==> config.mk <==
export PLATFORM = sky130hd
export DESIGN_NAME = lfsr_bank
export DESIGN_NICKNAME = d
export VERILOG_FILES = /design/src/rtl/lfsr_bank_pkg.sv /design/src/rtl/rng_fifo.sv /design/src/rtl/lfsr_bank.sv
export SDC_FILE = /design/constraint.sdc
export NUM_CORES = 1
export LEC_CHECK = 0
export ABC_AREA = 0
export BUFFER_PORTS_ARGS = -buffer_cell sky130_fd_sc_hd__buf_2
export CAP_MARGIN = 20
export CORE_ASPECT_RATIO = 1.5
export CORE_MARGIN = 1
export CORE_UTILIZATION = 53
export DETAILED_ROUTE_END_ITERATION = 7
export GPL_ROUTABILITY_DRIVEN = 0
export GPL_TIMING_DRIVEN = 0
export HOLD_SLACK_MARGIN = 0.1
export PLACE_DENSITY_LB_ADDON = 0.3
export SYNTH_ARGS = -nofsm -noshare
export SYNTH_HDL_FRONTEND = slang
export SYNTH_SLANG_ARGS = --single-unit
==> constraint.sdc <==
create_clock -name clk -period 2.59 [get_ports clk]
set_input_delay 0.777 -clock clk [delete_from_list [all_inputs] [get_ports clk]]
set_output_delay 0.777 -clock clk [all_outputs]
set_load 0.01 [all_outputs]
==> src/rtl/lfsr_bank_pkg.sv <==
// Shared constants and types for the lfsr_bank random source.
// Tap masks are stored 32 bits wide and trimmed to the channel width at the use site.
package lfsr_pkg;

    typedef enum logic {
        UNSEEDED = 1'b0,
        RUN      = 1'b1
    } bank_state_t;

    // Feedback taps: bits 15,14,12,3 for 16-bit channels, 31,21,1,0 for 32-bit channels
    localparam logic [31:0] TAP_MASK_16   = 32'h0000_D008;
    localparam logic [31:0] TAP_MASK_32   = 32'h8020_0003;

    localparam logic [31:0] ZERO_SEED_FIX = 32'h0000_0001;

endpackage

==> src/rtl/rng_fifo.sv <==
// Small prefetch FIFO between the LFSR channels and the consumer.
// A push into a full FIFO is accepted only when a pop frees a slot in the same cycle.
module rng_fifo #(
    parameter int DEPTH = 4,
    parameter int WIDTH = 24
) (
    input  logic             clk,
    input  logic             rst_n,
    input  logic             flush,
    input  logic             push,
    input  logic             pop,
    input  logic [WIDTH-1:0] wdata,
    output logic [WIDTH-1:0] rdata,
    output logic             full,
    output logic             empty
);

    localparam int AW = $clog2(DEPTH);

    logic [WIDTH-1:0] mem [DEPTH];
    logic [AW:0]      wr_ptr;
    logic [AW:0]      rd_ptr;
    logic             push_ok;
    logic             pop_ok;

    assign empty   = (wr_ptr == rd_ptr);
    assign full    = (wr_ptr[AW] != rd_ptr[AW]) && (wr_ptr[AW-1:0] == rd_ptr[AW-1:0]);
    assign pop_ok  = pop && !empty;
    assign push_ok = push && (!full || pop_ok);

    // Head is forced to zero while empty so the output is clean after reset or a flush
    assign rdata   = empty ? '0 : mem[rd_ptr[AW-1:0]];

    always_ff @(posedge clk or negedge rst_n) begin
        if (!rst_n) begin
            wr_ptr <= '0;
            rd_ptr <= '0;
        end else if (flush) begin
            wr_ptr <= '0;
            rd_ptr <= '0;
        end else begin
            if (push_ok) wr_ptr <= wr_ptr + 1'b1;
            if (pop_ok)  rd_ptr <= rd_ptr + 1'b1;
        end
    end

    always_ff @(posedge clk) begin
        if (push_ok && !flush) mem[wr_ptr[AW-1:0]] <= wdata;
    end

endmodule

==> src/rtl/lfsr_bank.sv <==
// Multi-channel Fibonacci LFSR bank feeding a prefetch FIFO with a valid/ready output.
// Each draw advances every channel NBITS bits and packs the low NBITS of each channel.
module lfsr_bank
    import lfsr_pkg::*;
#(
    parameter int NCH    = 3,
    parameter int LFSR_W = 16,
    parameter int NBITS  = 8,
    parameter int DEPTH  = 4
) (
    input  logic                    clk,
    input  logic                    rst_n,
    input  logic                    seed_load,
    input  logic [NCH*LFSR_W-1:0]   seed,
    output logic                    rnd_valid,
    input  logic                    rnd_ready,
    output logic [NCH*NBITS-1:0]    rnd,
    output logic                    seeded,
    output logic [31:0]             draw_cnt
);

    localparam int RW = NCH * NBITS;
    localparam logic [LFSR_W-1:0] TAP_MASK =
        (LFSR_W == 32) ? LFSR_W'(TAP_MASK_32) : LFSR_W'(TAP_MASK_16);

    bank_state_t    state_q;
    bank_state_t    state_d;
    logic           gen_en;
    logic           pop;
    logic           fifo_full;
    logic           fifo_empty;
    logic [RW-1:0]  entry;

    function automatic logic [LFSR_W-1:0] lfsr_step(input logic [LFSR_W-1:0] cur);
        logic [LFSR_W-1:0] s;
        s = cur;
        for (int i = 0; i < NBITS; i++) begin
            s = {s[LFSR_W-2:0], ^(s & TAP_MASK)};
        end
        return s;
    endfunction

    always_ff @(posedge clk or negedge rst_n) begin
        if (!rst_n) state_q <= UNSEEDED;
        else        state_q <= state_d;
    end

    // A seed load wins over generation: the write that would coincide with it is dropped
    always_comb begin
        state_d = state_q;
        seeded  = 1'b0;
        gen_en  = 1'b0;
        if (seed_load) state_d = RUN;
        case (state_q)
            UNSEEDED: begin
                seeded = 1'b0;
            end
            RUN: begin
                seeded = 1'b1;
                gen_en = !seed_load && (!fifo_full || pop);
            end
            default: begin
                seeded = 1'b0;
            end
        endcase
    end

    for (genvar k = 0; k < NCH; k++) begin : g_ch
        logic [LFSR_W-1:0] lfsr_q;
        logic [LFSR_W-1:0] stepped;
        logic [LFSR_W-1:0] seed_k;

        assign seed_k  = seed[k*LFSR_W +: LFSR_W];
        assign stepped = lfsr_step(lfsr_q);
        assign entry[k*NBITS +: NBITS] = stepped[NBITS-1:0];

        always_ff @(posedge clk or negedge rst_n) begin
            if (!rst_n)          lfsr_q <= '0;
            else if (seed_load)  lfsr_q <= (seed_k == '0) ? LFSR_W'(ZERO_SEED_FIX) : seed_k;
            else if (gen_en)     lfsr_q <= stepped;
        end
    end

    assign rnd_valid = !fifo_empty;
    assign pop       = rnd_valid && rnd_ready;

    always_ff @(posedge clk or negedge rst_n) begin
        if (!rst_n)         draw_cnt <= '0;
        else if (seed_load) draw_cnt <= '0;
        else if (pop)       draw_cnt <= draw_cnt + 32'd1;
    end

    rng_fifo #(
        .DEPTH (DEPTH),
        .WIDTH (RW)
    ) u_fifo (
        .clk   (clk),
        .rst_n (rst_n),
        .flush (seed_load),
        .push  (gen_en),
        .pop   (pop),
        .wdata (entry),
        .rdata (rnd),
        .full  (fifo_full),
        .empty (fifo_empty)
    );

endmodule

After elaboration in Yosys (flattened, before gate mapping)
Memories as Yosys holds them, arrays and structs flattened.
Index checks and enable logic that the tools add are counted.
- add/sub/neg operators: 3
- mux-type cells: 20
- reductions and logical operators: 42
- equal/unequal tests: 3
- bitwise gates (word level): 1
- operators with widths (operator ; count):
    16-bit XOR reduction ; 24
    16-bit 2-to-1 mux ; 9
    32-bit 2-to-1 mux ; 2
    16-bit zero test ; 3
    32-bit by 1-bit adder with 32-bit output, second input constant ; 1
    24-bit 2-to-1 mux ; 1
    3-bit 2-to-1 mux ; 4
    2-bit nonzero test ; 4
    3-bit by 1-bit adder with 3-bit output, second input constant ; 2
    1-bit logical AND ; 6
    3-bit == test ; 1
    1-bit zero test ; 3
    1-bit 2-to-1 mux ; 3
    2-bit == test ; 1
    1-bit logical OR ; 2
    1-bit case mux with 2 select lines ; 1
    1-bit inequality test ; 1
    1-bit NOT ; 1
- memories kept: 1
- word-level logic and storage cells: 77
- bits in registers: 87
- RAM bits: 96
- output and inout port bits: 58
- memory list (memory ; depth ; width ; read ports ; clocked after Yosys merged registers in ; write ports ; line ; text):
    u_fifo.mem ; 4 ; 24 ; 1 ; 0 ; 1 ; rng_fifo.sv:20 ; logic [WIDTH-1:0] mem [DEPTH];

Depth between registers and ports, before layout
Gate-level depths: netlist of run 1.
- word-level depth: 10
- depth in mapped cells: 7
- mapped depth without buffers: 4

By module
Synthesis of run 1 repeated with hierarchy kept, for this count alone.
- cells, all modules: 642
- area total of the unflattened synthesis: 8782.2 um2
- by module, submodules not included (module ; area an instance (um2) ; cells each ; instances):
    lfsr_bank ; 4635.7 ; 436 ; 1
    rng_fifo ; 4146.5 ; 206 ; 1

Worst setup path before layout of run 1
Ideal clock, no wire load.
- path kind: input-to-reg
- from: input port seed_load
- to: memory u_fifo.mem[0][0] (enable)
- required time: 2.207 ns
- stages on the path: 6
- setup slack: -0.173 ns
- data arrival time: 2.380 ns
- library setup time: 0.383 ns
- cell sequence: clkbuf_1 -> nor2b_1 -> o41a_1 -> buf_2 -> buf_2 -> and2_1
- cells in the longest elaborated chain, start to end: 7
- ends and longest elaborated chain (item ; line ; text):
    start, declared ; lfsr_bank.sv:13 ; input logic seed_load,
    1-bit zero test * ; rng_fifo.sv:48, lfsr_bank.sv:60 ;
    1-bit logical AND ; lfsr_bank.sv:60 ; gen_en = !seed_load && (!fifo_full || pop);
    1-bit 2-to-1 mux ; lfsr_bank.sv:54 ; case (state_q)
    1-bit logical AND ; rng_fifo.sv:29 ; assign push_ok = push && (!full || pop_ok);
    1-bit logical AND * ; rng_fifo.sv:48 ; if (push_ok && !flush) mem[wr_ptr[AW-1:0]] <= wdata;
    1-bit 2-to-1 mux * ; rng_fifo.sv:48 ;
    1-bit 2-to-1 mux (implied by the code) * ; rng_fifo.sv:48 ;
    end, declared ; rng_fifo.sv:20 ;
Every way passes the cells marked *; elsewhere a longest branch is shown, timed or not.

Final worst setup path of run 1
- from: register u_fifo.rd_ptr[0]
- to: output port rnd[20]
- cells in the longest elaborated chain, start to end: 2
- elaborated cells between the ends (all ways): 3
- those cells by class: eq/ne: 1; mux: 1; memory: 1
- ends and longest elaborated chain (item ; line ; text):
    start, declared ; rng_fifo.sv:22 ; logic [AW:0] rd_ptr;
    start signal, assigned ; rng_fifo.sv:43 ; if (pop_ok) rd_ptr <= rd_ptr + 1'b1;
    memory read 4 x 24 bit or 3-bit == test (tied branches) ; n/a ;
    24-bit 2-to-1 mux * ; rng_fifo.sv:32 ; assign rdata = empty ? '0 : mem[rd_ptr[AW-1:0]];
    end, declared ; lfsr_bank.sv:17 ; output logic [NCH*NBITS-1:0] rnd,
Marks and branches as above.

==> results of run 1 <==
==> worst reg2reg max path, delay by kind of cell (launching register included) <==
family | cells | cell delay, ns
AO/OA/AOI/OAI | 2 | 0.77
buffers and inverters | 3 | 0.76
flip-flops | 1 | 0.40
AND/OR/NAND/NOR | 1 | 0.23
XOR/XNOR | 1 | 0.17
==> cells in the final DEF (no fill, tap or decap), types with 12 or more instances in the layout <==
| cell type | instances |
|---|---|
| buf_2 | 114 |
| edfxtp_1 | 96 |
| dfrtp_1 | 85 |
| xnor2_1 | 51 |
| o21ai_0 | 32 |
| nor2b_1 | 31 |
| nand2_1 | 26 |
| mux4_2 | 24 |
| inv_1 | 22 |
| nor4_1 | 20 |
| a21oi_1 | 20 |
| clkbuf_16 | 18 |
| xor2_1 | 17 |
| and3_1 | 17 |
| nor2_1 | 17 |
| clkbuf_1 | 16 |
| a221o_1 | 16 |
| a22oi_1 | 15 |
| buf_4 | 12 |
| nand4_1 | 12 |
| o31ai_1 | 12 |
==> per-stage QoR <==
step	utilization	TNS [ns]	area [um2]	instances
floorplan	-	0	8890	676
global placement	0.596	-68.47	9690	991
detailed placement	0.598	-72.48	9720	992
CTS	0.644	-3.36	10500	1032
global route	0.653	-3.79	10600	1038
finish	0.653	-2.57	10600	1038
==> final cells by class <==
cell class	instances	area, um2
buffer	41	295
clock buffer	20	437
clock inverter	12	175
fill	1202	5640
inverter	23	86.3
multi-input combinational	432	3600
sequential	183	5060
tap	206	258
timing repair buffer	121	701
==> cell usage after synthesis, types with 9 or more instances <==
master / n
buf_2: 14
a221o_1: 16
xnor2_1: 52
inv_1: 23
mux4_2: 24
nand3_1: 10
a22oi_1: 15
nor2_1: 17
mux2_2: 9
o31ai_1: 12
edfxtp_1: 96
or4_1: 11
and3_1: 17
nand2_1: 26
nor4_1: 20
a21oi_1: 20
nand4_1: 12
o21ai_0: 32
xor2_1: 18
nor2b_1: 35
clkbuf_1: 18
dfrtp_1: 87
==> final timing paths <==
check                                          end  cells past startpoint
worst max-delay path                       rnd[20]                      5
worst min-delay path             g_ch[0].lfsr_q[3]                      1
worst max register to register  g_ch[1].lfsr_q[12]                      7
worst min register to register  g_ch[0].lfsr_q[12]                      1
max in group asynchronous       g_ch[2].lfsr_q[11]                      2
min in group clk                g_ch[0].lfsr_q[12]                      1
==> where the power goes <==
group          switching [mW]  internal, mW  leakage, nW
Combinational            3.59          2.87         1.99
Sequential              0.584          4.93         1.98
Clock                    1.11          1.61        0.288
==> repair_timing <==
action,CTS,global route
resized for setup,25,28
pin swaps,2,3
gates cloned,0,4
buffers inserted,8,2
endpoints found under the setup margin,97,142
==> registers in the layout, summed over array words and instances, names as in the netlist <==
name / cells
u_fifo.rd_ptr: 3
draw_cnt: 32
u_fifo.mem: 96
u_fifo.wr_ptr: 3
g_ch.lfsr_q: 48
state_q: 1
==> layer usage <==
metal  vias up  share of wire  GRT usage
met3        80          0.064     0.0463
li1       2849              -          -
met4         0          0.046      0.159
met2       358           0.52      0.483
met5         -              0          0
met1      3286           0.37      0.348
==> cell families after synthesis <==
kind of cell	count (synthesis)
AO/OA/AOI/OAI	127
XOR/XNOR	76
adder cells (fa/ha/maj)	6
buffers and inverters	64
flip-flops	183
multiplexers	37
AND/OR/NAND/NOR	183
==> results.json, run 1 <==
{
  "syn_area_um2": 8880,
  "fin_crit_sh": 1.06,
  "synthDominantCellAreaShare": 0.324,
  "finClkSkew_ns": 0.00888,
  "grt_usage": 0.287,
  "seq_area_frac_synth": 0.569,
  "design.die.area_um2": 17300,
  "synthArstFlopShare": 0.475,
  "path_class": "reg -> out",
  "timing.hold.ws_ns": 0.317,
  "fp.dieW_um": 108,
  "num_rows": 57,
  "rsz0062_at_grt": "yes",
  "p_leak_nw": 4.26,
  "hold_path_class": "in -> async",
  "ys.flop_type": "edfxtp_1",
  "slowest_delay_ns": 0.56,
  "ys_warn_count": 0,
  "clk_latency_ns": 0.44,
  "start_util": 0.546,
  "critPathBufInv": 3,
  "synth_top_area_cell": "edfxtp_1",
  "clock_path_buffers": 2,
  "slew_headroom": 0.413,
  "hold_viol": 0,
  "fp.dieH_um": 161,
  "cp_cell_sequence": "buf_8 > buf_12 > mux4_2 > nor2b_4 > buf_6",
  "synth_cell_types": 51,
  "clock-sinks": 183,
  "p_per_area_nw_per_um2": 1380,
  "h-tree-depth": 4,
  "grt_overflow": 0,
  "first_global_vias": 6729,
  "cp.required_ns": 1.81,
  "diodes": 0,
  "synth_area_leaders": "edfxtp_1 (32%), dfrtp_1 (25%), mux4_2 (6.1%)",
  "end_kind": "output pin",
  "synth-simple-area-share": 0.119,
  "synth_edf_count": 96,
  "slew_violations": 0,
  "crit_slowest_cell": "mux4_2",
  "pre_cts_slack_ns": -0.620,
  "synthXorXnorAreaFrac": 0.0853,
  "vdd.ir_drop.worst_uv": 841,
  "dp_hpwl_mm": 16.1,
  "syn-num-nets": 734,
  "fin_total_pwr_mw": 14.7,
  "vias": 6573,
  "numCtsBuffers": 17,
  "violations": "setup timing",
  "port_buffers": 109,
  "syn2layout_area_growth_pct": 19.5,
  "synthMuxAreaShare": 0.0767,
  "final_nets": 877,
  "clock-root-buffer": "clkbuf_16",
  "io_pins": 110,
  "final_layout_size_suffix_gt1_frac": 0.288,
  "drc": 0,
  "r2r_slack_ns": 0.20,
  "holdBufCountCts": 0,
  "ys_seq_elements": 183,
  "setup_viol": 25,
  "grt_pass1_wl_mm": 36.7,
  "coreArea_um2": 16300,
  "cp_max_fo": 6,
  "run_status": "finished with violations",
  "syn_inst": 676,
  "critPathLaunchType": "flop",
  "startpoint": "u_fifo.rd_ptr[0]",
  "period_needed_ns": 2.74,
  "grt_max_degree": 52,
  "setup_ws_ns": -0.153,
  "max_slew.worst_pin.slew_ns": 0.873,
  "cp_top_family": "multiplexers",
  "clock.fmax_ghz": 0.365,
  "max_cap_violations": 0,
  "wl_mm": 24.1,
  "antenna_found_initial": 0,
  "synth-adder-area-share": 0.00845,
  "synth_compound_area_frac": 0.107,
  "drt_iter0_drc": 588,
  "clkTransAtPathRegs_ns": 0.07,
  "routedWlPerCell_um": 23.2,
  "post_synth.cell_area_avg_um2": 13.1,
  "firstDrtPassIters": 7,
  "reg2reg_from": "u_fifo.rd_ptr[1]",
  "cts_tree": "done",
  "ant_nets": 0,
  "vias_per_cell": 6.33,
  "synth_top_family_by_area": "simple AND/OR/NAND/NOR gates",
  "arrival_ns": 1.97
}
Note: power is estimated with default switching activity, not from simulation.
==> run 2: changes to the inputs <==
--- a/config.mk
+++ b/config.mk
@@ -6,9 +6,9 @@
 export NUM_CORES = 1
 export LEC_CHECK = 0
 export ABC_AREA = 0
-export BUFFER_PORTS_ARGS = -buffer_cell sky130_fd_sc_hd__buf_2
+export BUFFER_PORTS_ARGS = -buffer_cell sky130_fd_sc_hd__buf_4
 export CAP_MARGIN = 20
-export CORE_ASPECT_RATIO = 1.5
+export CORE_ASPECT_RATIO = 1.1
 export CORE_MARGIN = 1
 export CORE_UTILIZATION = 53
 export DETAILED_ROUTE_END_ITERATION = 7
==> run 2 against run 1 <==
  * The run ends with DRC, setup timing left
  * Sequential share of layout area shrank 1.9 points
  * Maximum frequency grew 0.66%
  * Clock skew up 0.0024 ns
  * Global-route usage down 1.3 points
  * Worst setup slack improved by 0.018 ns
  * Clock-buffer cell count shrank 2
  * Utilization grew 2.3 points
  * Via count down 0.24%
  * Critical endpoint is now rnd[17]
  * Clock power shrank 6%
  * Critical path depth is the same
  * Sequential power about the same
  * Largest power group unchanged
  * Largest cell class unchanged
  * Power up 4.3%
==> results.json, run 2 (same netlist as run 1, synthesis figures left out) <==
{
  "dp_hpwl_mm": 15.4,
  "design.die.area_um2": 17300,
  "final_common_cell": "buf_4",
  "fin_setup_tns_ns": -2.51,
  "h-tree-depth": 4,
  "combPwrFrac": 0.474,
  "first_global_vias": 6592,
  "fin_crit_sh": 1.05,
  "setup_viol": 25,
  "violations": "DRC, setup timing",
  "period_needed_ns": 2.73,
  "cts_tree": "done",
  "finClkSkew_ns": 0.0113,
  "path_class": "reg -> out",
  "clock.fmax_ghz": 0.367,
  "p_sw_mw": 5.46,
  "clk_latency_ns": 0.44,
  "port_buffers": 109,
  "arrival_ns": 1.95,
  "holdBufCountCts": 0,
  "diodes": 0,
  "fp.dieH_um": 138,
  "slew_headroom": 0.458,
  "syn2layout_area_growth_pct": 24.5,
  "dp_cells": 989,
  "dpl_cell_area_um2": 9960,
  "run_status": "finished with violations",
  "p_sw_frac": 0.356,
  "vdd.ir_drop.worst_uv": 635,
  "p_leak_nw": 4.43,
  "p_int_mw": 9.87,
  "ant_nets": 0,
  "cp.required_ns": 1.81,
  "layout.cells.non_filler": 1043,
  "hold_path_class": "in -> async",
  "io_pins": 110,
  "critPathLaunchType": "flop",
  "vias_per_cell": 6.29,
  "clock-root-buffer": "clkbuf_16",
  "end_kind": "output pin",
  "drt_iter0_drc": 747,
  "fin_total_pwr_mw": 15.3,
  "postLayoutCellArea_um2": 11100,
  "routedWlPerCell_um": 22.2,
  "timing.hold.ws_ns": 0.222,
  "p_per_area_nw_per_um2": 1390,
  "grt_usage": 0.273,
  "pre_cts_slack_ns": -0.637,
  "start_util": 0.543,
  "antenna_found_initial": 0,
  "grt_pass1_wl_mm": 35.3,
  "hold_viol": 0,
  "setup_ws_ns": -0.135,
  "vias": 6557,
  "fill_cells": 1191,
  "drc": 8,
  "max_slew.worst_pin.slew_ns": 0.805,
  "final_layout_size_suffix_gt1_frac": 0.306,
  "num_rows": 49,
  "final_cell_mix": "buf_4 (110), edfxtp_1 (96), dfrtp_1 (85)",
  "fp.dieW_um": 125,
  "pwr-share-clk": 0.167,
  "rsz0062_at_grt": "yes",
  "final_nets": 884,
  "coreArea_um2": 16400,
  "firstDrtPassIters": 8,
  "grt_overflow": 0,
  "cp_max_fo": 8,
  "clock_path_buffers": 2,
  "largest_reg_flops": 96,
  "fin_util": 0.676,
  "slew_violations": 0,
  "grt_max_degree": 88,
  "max_cap_violations": 0,
  "wl_mm": 23.1,
  "p_seq_frac": 0.359,
  "clkTransAtPathRegs_ns": 0.07,
  "numCtsBuffers": 17,
  "clock-sinks": 183
}
-- run 2: changes by cell type in the layout (fill, tap and decap cells not counted), sizes merged --
cell,change
bufinv,-2
clkinvlp,-2
inv,+2
clkinv,+4
buf,+3
clkbuf,+2
-- run 2: path summary, 6_finish.rpt --
path | startpoint | to | slack (ns) | cells past startpoint
max in group asynchronous | rst_n | g_ch[1].lfsr_q[12] | 1.72 | 2
hold reg to reg | g_ch[0].lfsr_q[4] | g_ch[0].lfsr_q[12] | 0.51 | 1
setup reg to reg | u_fifo.wr_ptr[2] | u_fifo.mem[0][19] | 0.13 | 5
hold / removal | rst_n | draw_cnt[11] | 0.22 | 1
min in group clk | g_ch[0].lfsr_q[4] | g_ch[0].lfsr_q[12] | 0.51 | 1
setup / recovery | u_fifo.rd_ptr[0] | rnd[17] | -0.14 | 5
-- run 2: area by class of cell --
| type | count | area, um2 | share of cell area |
|---|---|---|---|
| inverter | 23 | 86.3 | 0.00780 |
| buffer | 41 | 334 | 0.0302 |
| clock inverter | 14 | 150 | 0.0136 |
| tap | 204 | 255 | 0.0231 |
| multi-input combinational | 432 | 3670 | 0.332 |
| timing repair buffer | 128 | 1080 | 0.0973 |
| clock buffer | 18 | 429 | 0.0388 |
| sequential | 183 | 5060 | 0.458 |
-- run 2: worst max-delay path, stage by stage, from the launching register on --
cell	delay, ns
dfrtp_1	0.40
buf_12	0.18
buf_12	0.14
mux4_2	0.53
nor2b_4	0.15
buf_6	0.11
-- run 2: power by group through the flow --
stage	Clock (mW)	Sequential, mW	Combinational, mW
floorplan	0	5.34	4.00
global placement	0	5.45	5.79
detailed placement	0	5.53	6.00
CTS	2.59	5.49	6.59
global route	2.69	5.58	7.76
finish	2.56	5.50	7.27
-- run 2: what timing repair did --
action | CTS | global route
pin swaps | 1 | 4
gates cloned | 1 | 5
buffers inserted | 10 | 5
gates resized for setup | 38 | 43
setup endpoints to repair | 97 | 142
-- run 2: layer usage --
layer  GRT usage  up-vias  share of wire
met5           0        -              0
li1            -     2865              -
met1       0.335     3305           0.38
met2       0.473      324           0.51
met3      0.0544       63          0.073
met4       0.123        0          0.033
==> run 3: changes to the inputs <==
--- a/config.mk
+++ b/config.mk
@@ -5,9 +5,8 @@
 export SDC_FILE = /design/constraint.sdc
 export NUM_CORES = 1
 export LEC_CHECK = 0
-export ABC_AREA = 0
+export ABC_AREA = 1
 export BUFFER_PORTS_ARGS = -buffer_cell sky130_fd_sc_hd__buf_4
-export CAP_MARGIN = 20
 export CORE_ASPECT_RATIO = 1.1
 export CORE_MARGIN = 1
 export CORE_UTILIZATION = 53
==> run 3 against run 2 <==
  * The flow finishes with violations (setup timing)
  * Register-to-register slack gained 0.07 ns
  * Power down 24%
  * Highest routed layer unchanged
  * Worst hold slack gained 0.26 ns
  * Critical path type unchanged
==> results.json, run 3 <==
{
  "run_status": "finished with violations",
  "violations": "setup timing",
  "firstDrtPassIters": 5,
  "vias": 9030,
  "synthArstFlopShare": 0.475,
  "cp_cell_sequence": "inv_4 > nand2_1 > nand2_2 > nand3_4 > buf_8 > nand2_2 > inv_1 > buf_4",
  "synthDominantCellAreaShare": 0.293,
  "antenna_found_initial": 0,
  "arrival_ns": 1.81,
  "synth_area_leaders": "edfxtp_1 (29%), dfrtp_1 (22%), nand2_1 (16%)",
  "final_cell_mix": "nand2_1 (415), nor2_1 (172), buf_4 (122)",
  "final_common_cell": "nand2_1",
  "synth_edf_count": 96,
  "h-tree-depth": 4,
  "multiInputGateArea_um2": 4110,
  "hold_path_end": "g_ch[0].lfsr_q[4]",
  "finClkSkew_ns": 0.0133,
  "ys.flop_type": "edfxtp_1",
  "grt_usage": 0.290,
  "synth.most_common_cell": "nand2_1",
  "largest_reg_flops": 96,
  "start_util": 0.548,
  "vdd.ir_drop.worst_uv": 643,
  "syn2layout_area_growth_pct": 20.7,
  "setup_ws_ns": -0.000421,
  "synth_top_area_cell": "edfxtp_1",
  "io_pins": 110,
  "coreArea_um2": 17900,
  "grt_pass1_wl_mm": 42.8,
  "rsz0062_at_grt": "yes",
  "grt_overflow": 0,
  "syn-num-nets": 1319,
  "drt_iter0_drc": 923,
  "syn_inst": 1261,
  "ant_nets": 0,
  "hold_viol": 0,
  "clock-root-buffer": "clkbuf_16",
  "hold_start": "g_ch[0].lfsr_q[4]",
  "crit_slowest_cell": "dfrtp_2",
  "port_buffers": 109,
  "period_needed_ns": 2.59,
  "critPathLaunchType": "flop",
  "cp.required_ns": 1.81,
  "p_per_area_nw_per_um2": 984,
  "holdPathStages": 2,
  "seq_area_frac_synth": 0.515,
  "synth_cell_types": 35,
  "max_cap_violations": 0,
  "first_global_vias": 8491,
  "reg2regPathDepth": 10,
  "fp.dieH_um": 145,
  "syn_area_um2": 9830,
  "critPathBufInv": 4,
  "diodes": 0,
  "grt_max_degree": 88,
  "dpl_cell_area_um2": 11000,
  "clk_latency_ns": 0.44,
  "timing.rr.end": "u_fifo.mem[1][12]",
  "clock-sinks": 183,
  "reg2reg_from": "u_fifo.rd_ptr[1]",
  "end_kind": "output pin",
  "cts_tree": "done",
  "post_synth.cell_area_avg_um2": 7.79,
  "timing.hold.ws_ns": 0.482,
  "synth_common_cells": "nand2_1 (423), nor2_1 (176), inv_1 (121)",
  "wl_mm": 27.4,
  "path_class": "reg -> out",
  "max_slew.worst_pin.slew_ns": 1.16,
  "regArea_um2": 5060,
  "slowest_delay_ns": 0.47,
  "critical_path_depth": 8,
  "p_leak_nw": 5.51,
  "ys_warn_count": 0,
  "slew_violations": 0,
  "drc": 0,
  "r2r_slack_ns": 0.20,
  "dp_hpwl_mm": 18.9,
  "hold_path_class": "reg -> reg",
  "fin_crit_sh": 1.00,
  "numCtsBuffers": 17,
  "clock_path_buffers": 2,
  "routedWlPerCell_um": 16.6,
  "final_layout_size_suffix_gt1_frac": 0.163,
  "ys_seq_elements": 183,
  "setup_viol": 1,
  "crit_path_frequent_cell": "nand2_2",
  "fin_setup_tns_ns": -0.000421,
  "num_rows": 51,
  "cp_max_fo": 7,
  "cp_top_family": "buffers and inverters",
  "fp.dieW_um": 132,
  "slew_headroom": 0.225,
  "postLayoutCellArea_um2": 11900,
  "clock.fmax_ghz": 0.386,
  "final_nets": 1460,
  "clkTransAtPathRegs_ns": 0.07,
  "fill_cells": 1442,
  "vias_per_cell": 5.46,
  "design.die.area_um2": 19100
}
run 3: changes by cell type in the layout (fill, tap and decap cells not counted), moves of 20 or more:
cell	change
nand3_1	+65
nor2_1	+155
nand2_1	+389
xnor2_1	-40
o21ai_0	+42
mux4_2	-24
nor2b_1	-22
inv_1	+97
nor4_1	-20
o22ai_1	+22
run 3: through the flow:
| stage | total power, mW | setup slack [ns] | instances | util |
|---|---|---|---|---|
| detailed placement | 8.59 | -0.234 | 1612 | 0.615 |
| global route | 12.3 | -0.0575 | 1653 | 0.662 |
| floorplan | 6.90 | -0.00341 | 1261 | - |
| finish | 11.7 | -0.000421 | 1653 | 0.662 |
| CTS | 11.3 | -0.00263 | 1646 | 0.653 |
| global placement | 8.39 | -1.07 | 1608 | 0.610 |
run 3: where the power goes:
part / switching (mW) / internal (mW)
sequential: 0.344 / 3.95
clock: 1.19 / 1.43
combinational: 2.98 / 1.79
run 3: what timing repair did:
item | 4_1_cts | 5_1_grt
resized for setup | 35 | 41
endpoints found under the setup margin | 34 | 45
hold buffers | 0 | 0
gates cloned | 0 | 1
pin swaps | 0 | 5
setup buffers | 2 | 6
run 3: final cells by class:
type	count	area share
Sequential cell	183	0.427
Multi-Input combinational cell	901	0.346
Timing Repair Buffer	122	0.0828
Inverter	127	0.0410
Clock buffer	18	0.0362
Buffer	50	0.0294
Tap cell	238	0.0251
Clock inverter	14	0.0127
run 3: kinds of logic after synthesis:
group / synth area share
AND/OR/NAND/NOR: 0.302
adder cells (fa/ha/maj): 0.00764
XOR/XNOR: 0.0223
AO/OA/AOI/OAI: 0.0807
buffers and inverters: 0.0727
flip-flops: 0.515
run 3: worst register-to-register path, stage by stage, from the launching register on:
cell,delay (ns)
dfrtp_1,0.36
buf_6,0.15
clkbuf_2,0.17
nand2_1,0.07
nand2_1,0.07
nor2_1,0.05
nand2_1,0.08
nand2_2,0.10
buf_2,0.25
nor2_2,0.56
buf_16,0.24
run 3: worst max-delay path by stage:
stage	endpoint	slack (ns)	start
final	rnd[0]	-0.0004	u_fifo.rd_ptr[0]
after global routing	rnd[0]	-0.06	u_fifo.rd_ptr[1]
after CTS	rnd[4]	-0.003	u_fifo.wr_ptr[0]
after detailed placement	u_fifo.mem[3][14]	-0.23	seed_load
after global placement	u_fifo.mem[0][10]	-1.07	seed_load
after floorplan	u_fifo.mem[0][0]	-0.003	seed_load
run 3: metal layers:
layer  share of wire  global-route usage
met1            0.42               0.389
met2            0.48               0.489
met3           0.085              0.0387
met4           0.019              0.0985
met5               0                   0
